===== config.mk =====
export PLATFORM = sky130hd
export DESIGN_NAME = seg_display_scan
export DESIGN_NICKNAME = d
export VERILOG_FILES = /design/src/rtl/seg_display_pkg.sv /design/src/rtl/bcd_to_seg7.sv /design/src/rtl/seg_display_scan.sv
export SDC_FILE = /design/constraint.sdc
export NUM_CORES = 1
export LEC_CHECK = 0
export ABC_AREA = 1
export BUFFER_PORTS_ARGS = -buffer_cell sky130_fd_sc_hd__buf_2
export CAP_MARGIN = 20
export CORE_MARGIN = 5
export CORE_UTILIZATION = 45
export DETAILED_ROUTE_END_ITERATION = 10
export PLACE_DENSITY_LB_ADDON = 0.08
export SLEW_MARGIN = 20
export SYNTH_ARGS = -nofsm -noshare
export SYNTH_HDL_FRONTEND = slang
export SYNTH_SLANG_ARGS = --single-unit

===== constraint.sdc =====
create_clock -name clk -period 1.75 [get_ports clk]
set_input_delay 0.525 -clock clk [delete_from_list [all_inputs] [get_ports clk]]
set_output_delay 0.525 -clock clk [all_outputs]
set_load 0.01 [all_outputs]

===== src/rtl/seg_display_pkg.sv =====
// Shared constants for the 4-digit multiplexed display: segment patterns
// ({g,f,e,d,c,b,a}, active-low) and the scan-slot digit encodings.
package seg_display_pkg;

  localparam logic [6:0] SEG_OFF = 7'h7F;
  localparam logic [6:0] SEG_0   = 7'h40;
  localparam logic [6:0] SEG_1   = 7'h79;
  localparam logic [6:0] SEG_2   = 7'h24;
  localparam logic [6:0] SEG_3   = 7'h30;
  localparam logic [6:0] SEG_4   = 7'h19;
  localparam logic [6:0] SEG_5   = 7'h12;
  localparam logic [6:0] SEG_6   = 7'h02;
  localparam logic [6:0] SEG_7   = 7'h78;
  localparam logic [6:0] SEG_8   = 7'h00;
  localparam logic [6:0] SEG_9   = 7'h10;

  typedef enum logic [1:0] {
    IDX_THOUSANDTHS = 2'd0,
    IDX_HUNDRETHS   = 2'd1,
    IDX_TENTHS      = 2'd2,
    IDX_ONES        = 2'd3
  } digit_idx_e;

endpackage


===== src/rtl/bcd_to_seg7.sv =====
// Combinational BCD to active-low 7-segment decoder; non-decimal codes blank.
module bcd_to_seg7
  import seg_display_pkg::*;
(
  input  logic [3:0] bcd_i,
  output logic [6:0] seg_o
);

  always_comb begin
    seg_o = SEG_OFF;
    case (bcd_i)
      4'd0: seg_o = SEG_0;
      4'd1: seg_o = SEG_1;
      4'd2: seg_o = SEG_2;
      4'd3: seg_o = SEG_3;
      4'd4: seg_o = SEG_4;
      4'd5: seg_o = SEG_5;
      4'd6: seg_o = SEG_6;
      4'd7: seg_o = SEG_7;
      4'd8: seg_o = SEG_8;
      4'd9: seg_o = SEG_9;
      default: seg_o = SEG_OFF;
    endcase
  end

endmodule


===== src/rtl/seg_display_scan.sv =====
// Time-multiplexed scanner for a 4-digit X.XXX display. A whole frame is
// sampled at once at the frame boundary so the four digits always agree.
module seg_display_scan
  import seg_display_pkg::*;
#(
  parameter int REFRESH_DIV = 50000
) (
  input  logic       clk,
  input  logic       rst_n,
  input  logic [3:0] ones,
  input  logic [3:0] tenths,
  input  logic [3:0] hundreths,
  input  logic [3:0] thousandths,
  input  logic       hold,
  output logic [6:0] seg,
  output logic       dp,
  output logic [3:0] an
);

  localparam int CW = (REFRESH_DIV > 2) ? $clog2(REFRESH_DIV) : 1;
  localparam logic [CW-1:0] CNT_LAST = CW'(REFRESH_DIV - 1);

  logic [CW-1:0] cnt_q, cnt_d;
  digit_idx_e    idx_q, idx_d;
  logic [15:0]   snap_q, snap_d;
  logic [6:0]    seg_q, seg_d;
  logic          dp_q, dp_d;
  logic [3:0]    an_q, an_d;
  logic          slotEnd;
  logic [3:0]    digit;
  logic [6:0]    digitSeg;

  bcd_to_seg7 u_dec (
    .bcd_i (digit),
    .seg_o (digitSeg)
  );

  always_comb begin
    slotEnd = (cnt_q == CNT_LAST);
    cnt_d   = slotEnd ? '0 : cnt_q + CW'(1);
    idx_d   = slotEnd ? digit_idx_e'(idx_q + 2'd1) : idx_q;
    snap_d  = snap_q;
    // Only the last cycle of the ones slot may resample, and never while frozen.
    if (slotEnd && (idx_q == IDX_ONES) && !hold) begin
      snap_d = {ones, tenths, hundreths, thousandths};
    end

    digit = snap_q[3:0];
    case (idx_q)
      IDX_THOUSANDTHS: digit = snap_q[3:0];
      IDX_HUNDRETHS:   digit = snap_q[7:4];
      IDX_TENTHS:      digit = snap_q[11:8];
      IDX_ONES:        digit = snap_q[15:12];
      default:         digit = snap_q[3:0];
    endcase

    // First cycle of each slot blanks the anodes to suppress ghosting.
    seg_d = digitSeg;
    an_d  = (cnt_q == '0) ? 4'hF : ~(4'b0001 << idx_q);
    dp_d  = !((idx_q == IDX_ONES) && (cnt_q != '0));
  end

  always_ff @(posedge clk or negedge rst_n) begin
    if (!rst_n) begin
      cnt_q  <= '0;
      idx_q  <= IDX_THOUSANDTHS;
      snap_q <= 16'h0000;
      seg_q  <= SEG_OFF;
      dp_q   <= 1'b1;
      an_q   <= 4'hF;
    end else begin
      cnt_q  <= cnt_d;
      idx_q  <= idx_d;
      snap_q <= snap_d;
      seg_q  <= seg_d;
      dp_q   <= dp_d;
      an_q   <= an_d;
    end
  end

  assign seg = seg_q;
  assign dp  = dp_q;
  assign an  = an_q;

endmodule


# Yosys cells after proc, flatten, opt, wreduce, memory -nomap -nowiden
# Memories as Yosys holds them, arrays and structs flattened. A register that Yosys moved wholly into a read port is not among the register bits.
# Index checks and enable logic that the tools add are counted.
# totals
mem_bits_ro,112
regBits,39
n_memories,1
# op_classes
n_eq_ne,4
bitwise,1
muxes,3
reduce_logical,9
n_shift,1
addsub,2
# mem_list
memory,words,word_bits,read_ports,rd_clocked_by_memory_dff,wr,line,rtl
(name not given),16,7,1,1,0,bcd_to_seg7.sv:11,case (bcd_i)
# op_table
op,count
$add 16x1->16 const B,1
$eq 16x16->1 const B,1
$logic_not 16->1,1
$mux 16,1
$pmux 4 s4,1
$reduce_bool 16->1,1
$eq 2x2->1 const B,2
$mux 4,1
$not 4->4,1
$shl 1x2->4 const A,1
$logic_and 1x1->1,3
$logic_not 1->1,3
$add 2x1->2 const B,1
$eq 2x1->1 const B,1
$logic_not 2->1,1

# Logic depth before layout (Yosys ltp)
# logic_depth
depth_word,3
mapped_depth,11

# By module
# A second synthesis with hierarchy kept.
# unflattened
hier_cells,279
area_unflattened_um2,2369.8
# modules_own_cells
module,instances,seq_area_each_um2,area_each_um2,cells_per_inst
seg_display_scan,1,1139.8,2182.1,244
bcd_to_seg7,1,0.0,187.7,35

# Worst setup path before layout
# Ideal clock, no wire load.
# synth_timing
path_kind,reg2reg
startpoint,register idx_q[0]
endpoint,register seg_q[3] (netlist: seg[3])
synth_period_minus_slack_ns,1.745
path_slack_ns,0.005
t_arrival_ns,1.668
t_required_ns,1.673
stages_incl_launch_ff,12
setup_ns,0.077
cell_sequence,dfrtp_1 inv_1 ha_1 inv_1 or2_2 o21ai_2 inv_1 ha_1 nand2_1 nand2_1 nand2_1 nand2_1
# synth_between
elab_chain_len,2
elab_cells_between_ends,5
# synth_rtl
item,line,rtl
start: declaration,seg_display_scan.sv:24,"digit_idx_e idx_q, idx_d;"
start signal: assignment,seg_display_scan.sv:73,idx_q <= idx_d;
"$eq 2x2->1, or another cell as far along",seg_display_scan.sv:49,case (idx_q)
$pmux 4 s4 (*),seg_display_scan.sv:49,
end: declaration,seg_display_scan.sv:26,"logic [6:0] seg_q, seg_d;"
# Mark *: on every way between the ends. The rest lies on a longest branch, timed or not.
# A chain may end at the register's enable or synchronous reset.

# Final worst setup path
# layout_timing
startpoint,register idx_q[0]
endpoint,register seg_q[0] (netlist: seg[0])
# Same word-level chain as after synthesis.

==> summary.txt <==
Status
  – Status: complete, no violations

Synthesis
  – Ys flop type: dfrtp_1
  – Synth top cells by count: nand2_1, inv_1, dfrtp_1, nor2_1
  – Synthesis Warnings: 0
  – Post-synth EDFFs: 0
  – #FFs+latches synth: 45
  – Share of Yosys cell area claimed by the top area cell type: 34.7%
  – Mapped Cells: between 200 and 300
  – Most common cell in the netlist: nand2_1
  – Mean area per synthesized cell: 8.70 µm²
  – Synthesized area: 2450 µm²
  – Total nets after synthesis: 311
  – Cell taking the most area after synthesis: dfrtp_1
  – Share of flip-flops with an asynchronous set or reset: 100%
  – Sequential-to-total area share from yosys stat: 46.5%
  – Unique masters post-synth: 29
  – Area contributors post-synth: dfrtp_1, dfstp_2, nand2_1, o21ai_2, inv_1

Critical path
  – R2r setup slk: between 100 and 150 ps
  – Max Fanout on Critical Path: 4
  – Crit Path Class: register to register
  – Crit path capture type: register
  – Critical path arrival: 1880 ps
  – Critical path required time: 1990 ps
  – CP startpoint kind: register

Route
  – Via/cell ratio: 4.58
  – Drt first pass iters: 4
  – Avg WL per Cell: 11.5 µm
  – Iteration-0 DRC Markers: 120
  – Drc violations: 0
  – Routed WL: 4560 µm
  – Post-DRT Antenna Nets: 0
  – Vias post-DR: 1820

Die
  – Initial core utilization: about 47%
  – # rows: 26
  – # IOs: 31
  – Die height: 83.8 µm
  – Die W: roughly 84 µm
  – Full die area: 7030 µm²
  – Placeable Area: between 5000 and 6000 µm²

STA
  – Worst Skew: approximately 8.3 ps
  – Final hold vios: 0
  – Final Setup Violations: 0
  – Fmax: 0.608 GHz
  – Fin crit period: ~1600 ps
  – Slew Viols, Final: 0
  – Slew margin rel.: 69.4%
  – Period utilisation layout: 94.0%
  – Setup TNS: 0 ps
  – Unrepaired setup endpoints after global routing: yes
  – Measured slew at the worst slew-check pin: 455 ps
  – Setup ws final: 105 ps

Placed design
  – Routability cong.: ~0.81
  – Placed insts: 388
  – IO Port Bufs: 30
  – Detailed Place HPWL: between 3000 and 4000 µm
  – Pre-CTS WS: 45.7 ps

Clocking
  – Clock root cell: clkbuf_8
  – Reg clk slew, reported paths: 90 ps
  – CTS Buffer Depth: 2
  – H-tree depth: 2
  – CTS buffer count: 5
  – Clk Latency, worst-skew pair: 300 ps
  – CTS tree: yes
  – Number of hold buffers added after CTS: 0
  – Clock Sinks: 45

Power and ir drop
  – Power Density: around 600 nW/µm²
  – Worst VDD drop: 0.000308 V
  – Total Power: 1720 µW
  – Lkg Pwr: 0.00151 µW

Layout
  – Post-route non-filler standard cell count: 397
  – ANT cells: 0
  – Final core occ: between 50% and 60%
  – Share of post-route cells with drive strength above 1: 34.9%
  – Synth-to-Final Area Change: 17.1%
  – Filler Cells Inserted: 503
  – Nets: 355

Global routing
  – Vias in the first global route: 1758
  – GRT overflow: 0
  – Pin count of the biggest net entering global routing: 46
  – Initial antenna violation count: 0
  – First-pass GRT wire length: 7910 µm
  – GRT Total Usage: 13.8%

Flow run
  – Max-cap violations: 0

Hold path
  – HP Class: input pin to async pin
## critical path, cell delays in order (launching register included)
cell and delay (ps):
dfrtp_1 410, inv_2 100, ha_2 230, nand2_1 60
nand2_1 130, o21bai_2 110, buf_4 160, ha_1 180
nand2_1 60, nand2_1 50, nand2_1 50, nand2_1 40
## path summary, 6_finish.rpt
kind	start	endpoint	cells after the start
max	idx_q[0]	seg[0]	11
min	rst_n	cnt_q[5]	2
max reg2reg	idx_q[0]	seg[0]	11
max in group asynchronous	rst_n	an[3]	2
min reg2reg	snap_q[9]	snap_q[9]	2
min in group clk	thousandths[0]	snap_q[0]	3
## power by group
group | switching [µW] | internal [µW]
clock | 347 | 283
combinational | 33.7 | 21.4
sequential | 0 | 1040
total | 380 | 1340
## layer usage
layer | global-route usage (%) | wire [µm] | vias up
met1 | 18.7 | 2270 | 809
li1 | - | - | 962
met2 | 21.8 | 2000 | 43
met4 | 4.39 | 67 | 0
met5 | 0 | 0 | -
met3 | 3.46 | 220 | 6
## per-stage QoR
stage	cell area, µm²	hold slack [ps]
after floorplan	2450	229
after global placement	2750	472
after detailed placement	2750	473
after CTS	2830	198
after global routing	2870	204
final	2870	192
## timing repair
action	CTS	global route
gates resized for setup	0	10
buffers inserted	0	1
endpoints found under the setup margin	0	7
endpoints found under the hold margin	0	0
## final cells by class
class / count / area (µm²) / share of cell area, %
Tap cell: 70 / 87.6 / 3.05
Clock inverter: 1 / 7.51 / 0.261
Timing Repair Buffer: 43 / 273 / 9.49
Sequential cell: 45 / 1140 / 39.7
Multi-Input combinational cell: 192 / 1140 / 39.7
Clock buffer: 7 / 76.3 / 2.66
Inverter: 39 / 148 / 5.14
## layout by cell type, fill, tap and decap left out, types with 2 or more instances in the layout
cell,instances
buf_12,2
buf_2,30
buf_4,11
clkbuf_1,2
clkbuf_8,5
dfrtp_1,34
dfstp_2,11
ha_1,7
ha_4,2
inv_1,34
inv_2,4
nand2_1,67
nand2_2,17
nand3_1,13
nand4_1,5
nor2_1,30
nor2_2,3
nor3_1,5
o21ai_0,2
o21ai_2,17
or2_2,2
xor2_1,11
## logic make-up after synthesis
kind of cell / after synthesis / share of synthesized area [%]
buffers and inverters: 45 / 8.36
AND/OR/NAND/NOR: 147 / 27.7
XOR/XNOR: 11 / 3.93
AO/OA/AOI/OAI: 24 / 8.41
flip-flops: 45 / 46.5
adder cells (fa/ha/maj): 10 / 5.10
## flip-flops by register name, summed over array words and instances, names as in the netlist
name and cells:
snap_q 16, seg 7, cnt_q 16, idx_q 2
an 4
Power figures use the tool's default switching activity.
